**src/rtl/occ_rom_arbiter_pkg.sv**
```systemverilog
// Shared accelerator constants for the rom_Occ arbiter and its requesters.
// Requester index constants name the Occ-fetch stages that share the ROM.
package accel_pkg;

   localparam int OCC_ADDR_W  = 8;
   localparam int OCC_DATA_W  = 32;
   localparam int OCC_ROM_LAT = 1;

   localparam int OCC_REQ_DATA2 = 0;
   localparam int OCC_REQ_DATA3 = 1;

   // Requester id width; a lone requester still needs a 1-bit id field.
   function automatic int idx_width(input int n);
      return (n > 1) ? $clog2(n) : 1;
   endfunction

endpackage

```
**src/rtl/occ_rom_arbiter_if.sv**
```systemverilog
// Requester-side bus of the rom_Occ arbiter: requests, addresses, grants and returned words.
// master = requester side, slave = arbiter side.
interface occ_rom_arbiter_if
   import accel_pkg::*;
#(
   parameter int N_REQ  = 2,
   parameter int ADDR_W = OCC_ADDR_W,
   parameter int DATA_W = OCC_DATA_W
);
   logic [N_REQ-1:0]        req_i;
   logic [N_REQ*ADDR_W-1:0] addr_i;
   logic [N_REQ-1:0]        gnt_o;
   logic [N_REQ-1:0]        rvalid_o;
   logic [DATA_W-1:0]       rdata_o;

   modport master (
      output req_i, addr_i,
      input  gnt_o, rvalid_o, rdata_o
   );

   modport slave (
      input  req_i, addr_i,
      output gnt_o, rvalid_o, rdata_o
   );
endinterface

```
**src/rtl/occ_rom_arbiter_rr.sv**
```systemverilog
// Combinational round-robin pick: first set request at or above ptr_i, wrapping modulo N_REQ.
// Outputs a one-hot grant and the encoded winner index.
module rr_arbiter
   import accel_pkg::*;
#(
   parameter int N_REQ = 2,
   parameter int IDX_W = 1
) (
   input  logic [N_REQ-1:0] req_i,
   input  logic [IDX_W-1:0] ptr_i,
   output logic [N_REQ-1:0] gnt_o,
   output logic [IDX_W-1:0] idx_o
);

   logic [IDX_W:0] cand;
   logic           found;

   always_comb begin
      gnt_o = '0;
      idx_o = '0;
      found = 1'b0;
      cand  = '0;
      for (int i = 0; i < N_REQ; i++) begin
         cand = {1'b0, ptr_i} + (IDX_W + 1)'(i);
         if (cand >= (IDX_W + 1)'(N_REQ)) begin
            cand = cand - (IDX_W + 1)'(N_REQ);
         end
         if (!found && req_i[cand[IDX_W-1:0]]) begin
            found                   = 1'b1;
            gnt_o[cand[IDX_W-1:0]]  = 1'b1;
            idx_o                   = cand[IDX_W-1:0];
         end
      end
   end

endmodule

```
**src/rtl/occ_rom_arbiter.sv**
```systemverilog
// Shares the single-port rom_Occ between fetch stages: round-robin grant, registered ROM
// command, and a tag pipeline that steers each returned word to the requester that issued it.
module occ_rom_arbiter
   import accel_pkg::*;
#(
   parameter int N_REQ   = 2,
   parameter int ADDR_W  = OCC_ADDR_W,
   parameter int DATA_W  = OCC_DATA_W,
   parameter int ROM_LAT = OCC_ROM_LAT
) (
   input  logic              clk,
   input  logic              rst_n,
   occ_rom_arbiter_if.slave  bus,
   output logic              busy_o,
   output logic              ce_rom_Occ_o,
   output logic [ADDR_W-1:0] addr_rom_Occ_o,
   input  logic [DATA_W-1:0] data_1_i
);

   localparam int IDX_W = idx_width(N_REQ);
   localparam int DEPTH = ROM_LAT + 1;

   logic [IDX_W-1:0]  ptr_q, ptr_d;
   logic [N_REQ-1:0]  arb_gnt;
   logic [IDX_W-1:0]  arb_idx;
   logic              accept;
   logic [ADDR_W-1:0] addr_slice [N_REQ];
   logic [ADDR_W-1:0] addr_sel;

   logic              ce_q;
   logic [ADDR_W-1:0] addr_q;
   logic              tag_vld_q [DEPTH];
   logic [IDX_W-1:0]  tag_id_q  [DEPTH];
   logic [N_REQ-1:0]  rvalid_q;
   logic [DATA_W-1:0] rdata_q;
   logic [N_REQ-1:0]  ret_onehot;
   logic              any_tag;

   rr_arbiter #(
      .N_REQ (N_REQ),
      .IDX_W (IDX_W)
   ) u_rr_arbiter (
      .req_i (bus.req_i),
      .ptr_i (ptr_q),
      .gnt_o (arb_gnt),
      .idx_o (arb_idx)
   );

   // Grant is forced low while reset is held so nothing is accepted during reset.
   assign bus.gnt_o = rst_n ? arb_gnt : '0;
   assign accept    = rst_n & (|arb_gnt);

   for (genvar gi = 0; gi < N_REQ; gi++) begin : g_addr_slice
      assign addr_slice[gi] = bus.addr_i[gi*ADDR_W +: ADDR_W];
   end
   assign addr_sel = addr_slice[arb_idx];

   always_comb begin
      ptr_d = ptr_q;
      if (accept) begin
         ptr_d = (arb_idx == IDX_W'(N_REQ - 1)) ? '0 : arb_idx + 1'b1;
      end
   end

   always_ff @(posedge clk or negedge rst_n) begin
      if (!rst_n) begin
         ptr_q  <= '0;
         ce_q   <= 1'b0;
         addr_q <= '0;
      end else begin
         ptr_q <= ptr_d;
         ce_q  <= accept;
         if (accept) begin
            addr_q <= addr_sel;
         end
      end
   end

   always_ff @(posedge clk or negedge rst_n) begin
      if (!rst_n) begin
         tag_vld_q[0] <= 1'b0;
         tag_id_q[0]  <= '0;
      end else begin
         tag_vld_q[0] <= accept;
         tag_id_q[0]  <= arb_idx;
      end
   end

   // Tags advance every cycle in lockstep with the ROM's fixed read latency.
   for (genvar gi = 1; gi < DEPTH; gi++) begin : g_tag_pipe
      always_ff @(posedge clk or negedge rst_n) begin
         if (!rst_n) begin
            tag_vld_q[gi] <= 1'b0;
            tag_id_q[gi]  <= '0;
         end else begin
            tag_vld_q[gi] <= tag_vld_q[gi-1];
            tag_id_q[gi]  <= tag_id_q[gi-1];
         end
      end
   end

   always_comb begin
      ret_onehot = '0;
      for (int k = 0; k < N_REQ; k++) begin
         ret_onehot[k] = (tag_id_q[DEPTH-1] == IDX_W'(k));
      end
   end

   always_ff @(posedge clk or negedge rst_n) begin
      if (!rst_n) begin
         rvalid_q <= '0;
         rdata_q  <= '0;
      end else if (tag_vld_q[DEPTH-1]) begin
         rvalid_q <= ret_onehot;
         rdata_q  <= data_1_i;
      end else begin
         rvalid_q <= '0;
      end
   end

   always_comb begin
      any_tag = 1'b0;
      for (int i = 0; i < DEPTH; i++) begin
         any_tag = any_tag | tag_vld_q[i];
      end
   end

   assign busy_o         = ce_q | any_tag | (|rvalid_q);
   assign ce_rom_Occ_o   = ce_q;
   assign addr_rom_Occ_o = addr_q;
   assign bus.rvalid_o   = rvalid_q;
   assign bus.rdata_o    = rdata_q;

endmodule

```
**src/flat_wrapper.sv**
```systemverilog
// flat-port wrapper written by rule: the top's interface ports become plain ports
module occ_rom_arbiter_flat import accel_pkg::*;
#(
   parameter int N_REQ   = 2,
   parameter int ADDR_W  = OCC_ADDR_W,
   parameter int DATA_W  = OCC_DATA_W,
   parameter int ROM_LAT = OCC_ROM_LAT
)
  (clk, rst_n, busy_o, ce_rom_Occ_o, addr_rom_Occ_o, data_1_i, bus_req_i, bus_addr_i, bus_gnt_o, bus_rvalid_o, bus_rdata_o);
  occ_rom_arbiter_if #(.N_REQ(N_REQ), .ADDR_W(ADDR_W), .DATA_W(DATA_W)) bus_i ();
  input  logic clk;
  input  logic rst_n;
  output logic busy_o;
  output logic ce_rom_Occ_o;
  output logic [ADDR_W-1:0] addr_rom_Occ_o;
  input  logic [DATA_W-1:0] data_1_i;
  input wire logic [$bits(bus_i.req_i)-1:0] bus_req_i;
  input wire logic [$bits(bus_i.addr_i)-1:0] bus_addr_i;
  output wire logic [$bits(bus_i.gnt_o)-1:0] bus_gnt_o;
  output wire logic [$bits(bus_i.rvalid_o)-1:0] bus_rvalid_o;
  output wire logic [$bits(bus_i.rdata_o)-1:0] bus_rdata_o;
  assign bus_i.req_i = bus_req_i;
  assign bus_i.addr_i = bus_addr_i;
  assign bus_gnt_o = bus_i.gnt_o;
  assign bus_rvalid_o = bus_i.rvalid_o;
  assign bus_rdata_o = bus_i.rdata_o;
  occ_rom_arbiter #(.N_REQ(N_REQ), .ADDR_W(ADDR_W), .DATA_W(DATA_W), .ROM_LAT(ROM_LAT)) u_core (.clk(clk), .rst_n(rst_n), .bus(bus_i), .busy_o(busy_o), .ce_rom_Occ_o(ce_rom_Occ_o), .addr_rom_Occ_o(addr_rom_Occ_o), .data_1_i(data_1_i));
endmodule
```
**config.mk**
```make
export PLATFORM = sky130hd
export DESIGN_NAME = occ_rom_arbiter_flat
export DESIGN_NICKNAME = d
export VERILOG_FILES = /design/src/rtl/occ_rom_arbiter_pkg.sv /design/src/rtl/occ_rom_arbiter_if.sv /design/src/rtl/occ_rom_arbiter_rr.sv /design/src/rtl/occ_rom_arbiter.sv /design/src/flat_wrapper.sv
export SDC_FILE = /design/constraint.sdc
export NUM_CORES = 1
export LEC_CHECK = 0
export ABC_AREA = 1
export BUFFER_PORTS_ARGS = -buffer_cell sky130_fd_sc_hd__buf_4
export CORE_ASPECT_RATIO = 0.8
export CORE_MARGIN = 2
export CORE_UTILIZATION = 50
export CTS_BUF_LIST = sky130_fd_sc_hd__clkbuf_2
export CTS_CLUSTER_SIZE = 10
export DETAILED_ROUTE_END_ITERATION = 16
export GPL_ROUTABILITY_DRIVEN = 0
export MAX_ROUTING_LAYER = met4
export PLACE_DENSITY = 0.87
export SLEW_MARGIN = 20
export SYNTH_ARGS = -nofsm -noshare
export SYNTH_HDL_FRONTEND = slang
export SYNTH_SLANG_ARGS = --single-unit
```
**constraint.sdc**
```tcl
create_clock -name clk -period 1.55 [get_ports clk]
set_input_delay 0.465 -clock clk [delete_from_list [all_inputs] [get_ports clk]]
set_output_delay 0.465 -clock clk [all_outputs]
set_load 0.03 [all_outputs]
```
==> results of run 1 <==
flip-flops by register name (all words and copies together) (netlist names):
signal                 cells
u_core.bus.rdata_o        32
u_core.ptr_q               1
u_core.ret_onehot          1
u_core.addr_rom_Occ_o      8
u_core.bus.rvalid_o        2
u_core.ce_rom_Occ_o        1
u_core.tag_vld_q           1
u_core.tag_id_q            1
critical path: cells and delay by family (launching register included):
family                 cells  cell delay [ns]
flip-flops                 1             0.43
buffers and inverters      2             0.18
AND/OR/NAND/NOR            2             0.17
repair_timing:
| item | CTS | global route |
|---|---|---|
| endpoints found under the setup margin | 3 | 22 |
| pin swaps | 5 | 0 |
| setup buffers | 3 | 5 |
| gates resized for setup | 7 | 12 |
worst paths after layout:
check | from | endpoint | depth (start not counted)
setup / recovery | u_core.ptr_q | bus_gnt_o[0] | 4
hold / removal | rst_n | u_core.bus.rdata_o[28] | 2
setup reg to reg | u_core.tag_vld_q[0] | u_core.bus.rdata_o[30] | 5
hold reg to reg | u_core.tag_id_q[1] | u_core.ret_onehot[1] | 0
max in group asynchronous | rst_n | u_core.addr_rom_Occ_o[2] | 2
min in group clk | data_1_i[28] | u_core.bus.rdata_o[28] | 3
layer usage:
| layer | vias to the layer above | GRT usage, % | wire, um |
|---|---|---|---|
| li1 | 895 | - | - |
| met1 | 772 | 29.2 | 2020 |
| met2 | 81 | 34.7 | 1920 |
| met3 | 5 | 6.12 | 455 |
| met4 | 0 | 6.35 | 35 |
| met5 | - | - | 0 |
through the flow:
stage,setup slack [ns],hold WS [ns],setup TNS [ns]
after CTS,-0.130,0.138,-0.350
after global routing,-0.207,0.148,-0.720
after detailed placement,0.0664,0.338,0
final,-0.0981,0.146,-0.251
after floorplan,0.103,0.169,0
after global placement,0.0945,0.332,0
cells in the mapped netlist:
master	number
dfrtp_1	47
buf_2	7
buf_6	1
nand2_2	2
inv_1	19
nand2_1	124
inv_4	1
nor2_1	3
nor2_2	1
a21oi_1	1
nand3_1	17
nor2_4	1
inv_2	2
nand2_4	1
power groups by stage:
| stage | combinational [mW] | sequential [mW] | clock [mW] |
|---|---|---|---|
| after CTS | 0.933 | 1.46 | 0.679 |
| after floorplan | 0.224 | 1.75 | 0 |
| after detailed placement | 0.917 | 1.48 | 0 |
| after global placement | 0.898 | 1.48 | 0 |
| after global routing | 1.05 | 1.48 | 0.731 |
| final | 0.968 | 1.46 | 0.663 |
logic make-up after synthesis:
group | count (synthesis) | share of synthesized area, %
and+or+nand+nor | 149 | 31.5
AOI/OAI and AO/OA | 1 | 0.261
buffers and inverters | 30 | 6.86
DFF | 47 | 61.4
layout make-up:
class / instances / area, um^2
clock buffer: 5 / 25.0
clock inverter: 3 / 42.5
fill: 262 / 843
inverter: 22 / 87.6
multi-input combinational: 150 / 617
sequential: 47 / 1180
tap: 44 / 55.1
timing repair buffer: 110 / 882
==> results.yml, run 1 <==
status:
  status: "finished with violations"
  violations: "setup timing"
clocking:
  tritoncts: "built"
  postCtsHoldBufs: 0
  root_buffer: "clkbuf_2"
  htreeDepth: 2
  cts_made_buffers: 5
  cts_buffer_depth: 2
  clock_latency_ns: 0.41
  clock_sinks: 47
  path_clk_slew_ns: 0.24
sta:
  skew_ns: 0.0177
  grt_setup_unrepaired: "true"
  final_hold_viol_count: 0
  timing.final.ws_setup_ns: -0.0981
  max_slew_margin_pct: 62.5
  setup_violations: 4
  period_share_pct: 106
  fmax_mhz: 607
  drv_slew: 0
  timing.final.crit_period_ns: 1.65
  tightest_slew_ns: 0.563
run:
  maxCapViolations: 0
power:
  cellInternalPower_mw: 2.05
  ir_drop_mv: 0.614
  clkPwrFrac_pct: 21.4
  p_leak_nw: 1.70
  p_comb_share_pct: 31.3
  power.total_mw: 3.09
  p_sw_mw: 1.04
  switching_share_pct: 33.7
  power.density_nw_per_um2: 1070
  seq_power_share_pct: 47.3
worst_setup_path:
  end_kind: "output port"
  cp-start-kind: "flop"
  crit_path_max_incr_delay_ns: 0.43
  worstPathRequired_ns: 1.08
  path_cells: "nand2_2 > nand3_2 > inv_2 > buf_6"
  rrSetupSlack_ns: 0.28
  worstPathArrival_ns: 1.18
  cp_slowest_cell: "dfrtp_1"
  path_class: "flop to output port"
  worstPathMaxFanout: 3
grt:
  grtUsageTotal_pct: 22.4
  antenna_found_initial: 0
  grt_pass1_wl_um: 7210
  grt_pass1_vias: 1644
  gr-total-overflow: 0
  grt_max_degree: 48
finish:
  final_common_cell: "nand2_1"
  utilization_pct: 77.4
  final_cells: 381
  stdcell_area_um2: 2890
  drive_gt1_share_pct: 38.0
  final_cell_mix: "nand2_1, buf_4, dfrtp_1, inv_1, nand3_1"
  nets: 388
  antennaDiodeCount: 0
  area.growth.synth_to_final_pct: 50.6
synth:
  yosysWarningCount: 0
  synthesis.nets: 279
  syn-mean-instance-area_um2: 8.44
  ys_seq_area_share_pct: 61.4
  synth.area.top_cells: "dfrtp_1, nand2_1, nand3_1"
  synth_area_leader_cell: "dfrtp_1"
  ys_ff_latch: 47
  ys_types: 14
  postSynthCellCount: 227
  synth_area_um2: 1920
  synth_top_area_share_pct: 61.4
die:
  dieArea_um2: 4350
  dieWidth_um: 73.2
  initial_core_util_pct: 51.4
  die_height_um: 59.4
  num_rows: 20
  num_io_pins: 98
  core-area_um2: 3730
route:
  routed_wl_um: 4430
  first_pass_iters: 4
  viasPerCell: 4.60
  drtIter0Drc: 114
  drc_errors: 0
  num_vias: 1753
  final_antenna_net_count: 0
  wl_per_cell_um: 11.6
min_path:
  hp-class: "input port to async pin"
place:
  placed_cell_area_um2: 2690
  io_buffers: 97
  dp.final_hpwl_um: 3260
  place_inst: 365
(Power assumes the default switching activity.)
==> inputs of run 2 (changes only) <==
RECOVER_POWER = 25   (was default)
==> results.yml, run 2 (synthesis gave the netlist of run 1 again) <==
power:
  power.total_mw: 3.09
  ir_drop_mv: 0.614
  power.density_nw_per_um2: 1070
  p_leak_nw: 1.70
sta:
  skew_ns: 0.0204
  period_share_pct: 106
  timing.final.ws_setup_ns: -0.0984
  tightest_slew_ns: 1.10
  fin_tns_setup_ns: -0.259
  final_hold_viol_count: 0
  fmax_mhz: 607
  setup_violations: 4
  max_slew_margin_pct: 26.3
  drv_slew: 0
  timing.final.crit_period_ns: 1.65
  grt_setup_unrepaired: "true"
die:
  num_io_pins: 98
  core-area_um2: 3730
  dieWidth_um: 73.2
  initial_core_util_pct: 51.4
  die_height_um: 59.4
  dieArea_um2: 4350
  num_rows: 20
grt:
  grtUsageTotal_pct: 22.4
  grt_max_degree: 48
  gr-total-overflow: 0
  grt_pass1_wl_um: 7210
  grt_pass1_vias: 1644
  antenna_found_initial: 0
clocking:
  tritoncts: "built"
  htreeDepth: 2
  root_buffer: "clkbuf_2"
  clock_latency_ns: 0.41
  clock_sinks: 47
  cts_buffer_depth: 2
  cts_made_buffers: 5
  path_clk_slew_ns: 0.24
finish:
  antennaDiodeCount: 0
  drive_gt1_share_pct: 38.0
  area.growth.synth_to_final_pct: 50.5
  final_cell_mix: "nand2_1, buf_4, dfrtp_1, inv_1, nand3_1"
  largest_reg_flops: 32
  regArea_um2: 1180
  multi_input_area_um2: 617
  nets: 388
  final_common_cell: "nand2_1"
  fillers: 263
  utilization_pct: 77.3
worst_setup_path:
  cp-start-kind: "flop"
  cp_top_family: "flip-flops"
  worstPathRequired_ns: 1.08
  worstPathArrival_ns: 1.18
  crit_path_max_incr_delay_ns: 0.43
  r2r_cells: 5
  cp_slowest_cell: "dfrtp_1"
  critPathBufInv: 2
  path_cells: "nand2_2 > nand3_2 > inv_2 > buf_6"
  cp.depth: 4
  path_class: "flop to output port"
  worstPathMaxFanout: 3
  end_kind: "output port"
route:
  num_vias: 1750
  viasPerCell: 4.59
  drc_errors: 0
  final_antenna_net_count: 0
  drtIter0Drc: 117
  routed_wl_um: 4430
  wl_per_cell_um: 11.6
  first_pass_iters: 4
run:
  maxCapViolations: 0
status:
  violations: "setup timing"
  status: "finished with violations"
min_path:
  hp-class: "input port to flop"
  hold_depth: 3
place:
  dp.final_hpwl_um: 3260
  io_buffers: 97
  dp_slack_ns: 0.0664
-- run 2: changes by cell type in the layout (fill, tap and decap cells not counted) --
| cell | before | now |
|---|---|---|
| buf_4 | 95 | 94 |
| clkbuf_2 | 5 | 6 |
-- run 2: report_power, final --
part           internal [mW]  switching, mW
combinational          0.403          0.564
clock                  0.274          0.390
sequential              1.37         0.0897
total                   2.05           1.04
-- run 2: layer usage --
| metal | part of all wire [%] | wire length [um] | track usage [%] |
|---|---|---|---|
| met3 | 10 | 449 | 6.12 |
| met1 | 45 | 2010 | 29.2 |
| met4 | 0.79 | 35 | 6.35 |
| met2 | 44 | 1930 | 34.7 |
| met5 | 0 | 0 | - |
-- run 2: worst paths after layout --
kind / slack (ns) / startpoint / end
min in group asynchronous: 0.35 / rst_n / u_core.bus.rdata_o[28]
setup reg to reg: 0.28 / u_core.tag_vld_q[0] / u_core.bus.rdata_o[30]
setup / recovery: -0.1 / u_core.ptr_q / bus_gnt_o[0]
max in group asynchronous: 0.52 / rst_n / u_core.addr_rom_Occ_o[2]
hold / removal: 0.23 / data_1_i[28] / u_core.bus.rdata_o[28]
hold reg to reg: 0.36 / u_core.tag_id_q[1] / u_core.ret_onehot[1]
-- run 2: per-stage QoR --
| step | hold WS, ns | cell area (um^2) | instances |
|---|---|---|---|
| floorplan | 0.169 | 1920 | 227 |
| global placement | 0.332 | 2690 | 365 |
| detailed placement | 0.338 | 2690 | 365 |
| CTS | 0.138 | 2810 | 376 |
| global route | 0.191 | 2880 | 381 |
| finish | 0.226 | 2880 | 381 |
-- run 2: worst register-to-register path: stages, from the launching register on --
cell and delay, ns:
dfrtp_1 0.43, buf_4 0.13, buf_4 0.20, inv_4 0.27, nand2_1 0.12, nand2_1 0.08
-- run 2: final cells by class --
class / count / area share [%]
Clock buffer: 5 / 0.868
Clock inverter: 3 / 1.48
Inverter: 22 / 3.04
Multi-Input combinational cell: 150 / 21.4
Sequential cell: 47 / 40.8
Tap cell: 44 / 1.91
Timing Repair Buffer: 110 / 30.5
-- run 2: repair_timing --
action	in CTS	in global routing
resized for setup	7	12
setup endpoints to repair	3	22
hold buffers	0	0
pin swaps	5	0
buffers inserted	3	5
==> inputs of run 3 (changes only) <==
CELL_PAD_IN_SITES_DETAIL_PLACEMENT = 1   (was default)
CELL_PAD_IN_SITES_GLOBAL_PLACEMENT = 1   (was default)
CORE_UTILIZATION = 35   (was 50)
PLACE_DENSITY = default   (was 0.87)
PLACE_DENSITY_LB_ADDON = 0.1   (was default)
==> results.yml, run 3 (synthesis gave the netlist of run 1 again) <==
status:
  status: "finished with violations"
  violations: "setup timing"
die:
  core-area_um2: 5380
  dieWidth_um: 86.7
  die_height_um: 70.2
  num_rows: 24
  dieArea_um2: 6080
  num_io_pins: 98
  initial_core_util_pct: 35.6
sta:
  final_hold_viol_count: 0
  fin_tns_setup_ns: -0.287
  max_slew_margin_pct: 22.6
  timing.final.crit_period_ns: 1.66
  drv_slew: 0
  setup_violations: 3
  skew_ns: 0.0232
  period_share_pct: 107
  timing.final.ws_setup_ns: -0.113
  fmax_mhz: 601
  tightest_slew_ns: 1.16
  grt_setup_unrepaired: "true"
clocking:
  root_buffer: "clkbuf_2"
  cts_buffer_depth: 2
  clock_latency_ns: 0.42
  path_clk_slew_ns: 0.24
  tritoncts: "built"
  clock_sinks: 47
  cts_made_buffers: 5
  htreeDepth: 2
grt:
  gr-total-overflow: 0
  antenna_found_initial: 0
  grt_pass1_vias: 1817
  grt_max_degree: 48
  grtUsageTotal_pct: 17.7
  grt_pass1_wl_um: 8190
place:
  dp.final_hpwl_um: 3700
  io_buffers: 97
  placed_cell_area_um2: 2730
  place_inst: 387
finish:
  nets: 393
  utilization_pct: 55.4
  antennaDiodeCount: 0
  final_common_cell: "nand2_1"
  fillers: 645
  final_cells: 407
  multi_input_area_um2: 617
  final_cell_mix: "nand2_1, buf_4, dfrtp_1, buf_6, inv_1"
  area.growth.synth_to_final_pct: 55.5
  largest_reg_flops: 32
  drive_gt1_share_pct: 38.9
  stdcell_area_um2: 2980
  regArea_um2: 1180
power:
  ir_drop_mv: 0.448
  p_leak_nw: 1.73
  power.density_nw_per_um2: 1010
min_path:
  hp-class: "input port to flop"
route:
  viasPerCell: 4.54
  routed_wl_um: 5190
  final_antenna_net_count: 0
  drtIter0Drc: 95
  drc_errors: 0
  wl_per_cell_um: 12.8
  first_pass_iters: 4
  num_vias: 1846
worst_setup_path:
  cp_slowest_cell: "dfrtp_1"
  path_cells: "nand2_2 > nand3_2 > inv_2 > buf_6"
  worstPathMaxFanout: 4
  crit_path_max_incr_delay_ns: 0.43
  cp-start-kind: "flop"
  worstPathArrival_ns: 1.20
  end_kind: "output port"
  worstPathRequired_ns: 1.08
  path_class: "flop to output port"
run:
  maxCapViolations: 0
## run 3: changes by cell type in the layout (fill, tap and decap cells not counted), sizes merged
cell,delta
bufinv,-1
clkbuf,+1
buf,+5
clkinv,+1
inv,-1
## run 3: cell type report
cell class | count | share of cell area (%)
tap | 65 | 2.73
inverter | 22 | 2.86
sequential | 47 | 39.5
clock inverter | 2 | 0.420
clock buffer | 6 | 1.01
timing repair buffer | 115 | 32.8
multi-input combinational | 150 | 20.7
## run 3: path summary, 6_finish.rpt
check	from	to	slack, ns	depth (start not counted)
min reg2reg	u_core.tag_id_q[1]	u_core.ret_onehot[1]	0.35	0
max	u_core.ptr_q	bus_gnt_o[0]	-0.11	4
max in group asynchronous	rst_n	u_core.addr_rom_Occ_o[1]	0.47	2
max reg2reg	u_core.tag_vld_q[0]	u_core.bus.rdata_o[31]	0.29	4
min in group asynchronous	rst_n	u_core.bus.rdata_o[30]	0.37	2
min	data_1_i[28]	u_core.bus.rdata_o[28]	0.22	3
## run 3: what timing repair did
action	4_1_cts	5_1_grt
hold buffers	0	0
endpoints found under the setup margin	4	36
setup buffers	1	11
gates resized for setup	6	27
pin swaps	4	0
gates cloned	0	0
## run 3: critical path: cells and delay by family (launching register included)
kind	cells	cell delay, ns
AND/OR/NAND/NOR	2	0.19
buffers and inverters	2	0.18
flip-flops	1	0.43
## run 3: routing by layer
layer / track usage, % / vias to the layer above / wire, um
met5: - / - / 0
met4: 5.73 / 0 / 57
met3: 4.37 / 5 / 277
met2: 28.2 / 59 / 2560
met1: 22.3 / 880 / 2300
li1: - / 902 / -
## run 3: power by group
group | switching [mW] | total, mW | leakage [nW] | internal (mW)
Sequential | 0.101 | 1.48 | 0.575 | 1.37
Combinational | 0.576 | 1.03 | 1.13 | 0.455
Clock | 0.390 | 0.506 | 0.0306 | 0.117
## run 3: per-stage QoR
step	hold slack, ns	power [mW]	worst slack (ns)
after global placement	0.333	2.39	0.106
after floorplan	0.169	1.97	0.103
after global routing	0.176	3.18	-0.227
after detailed placement	0.342	2.41	0.0858
after CTS	0.150	2.94	-0.157
final	0.220	3.01	-0.113
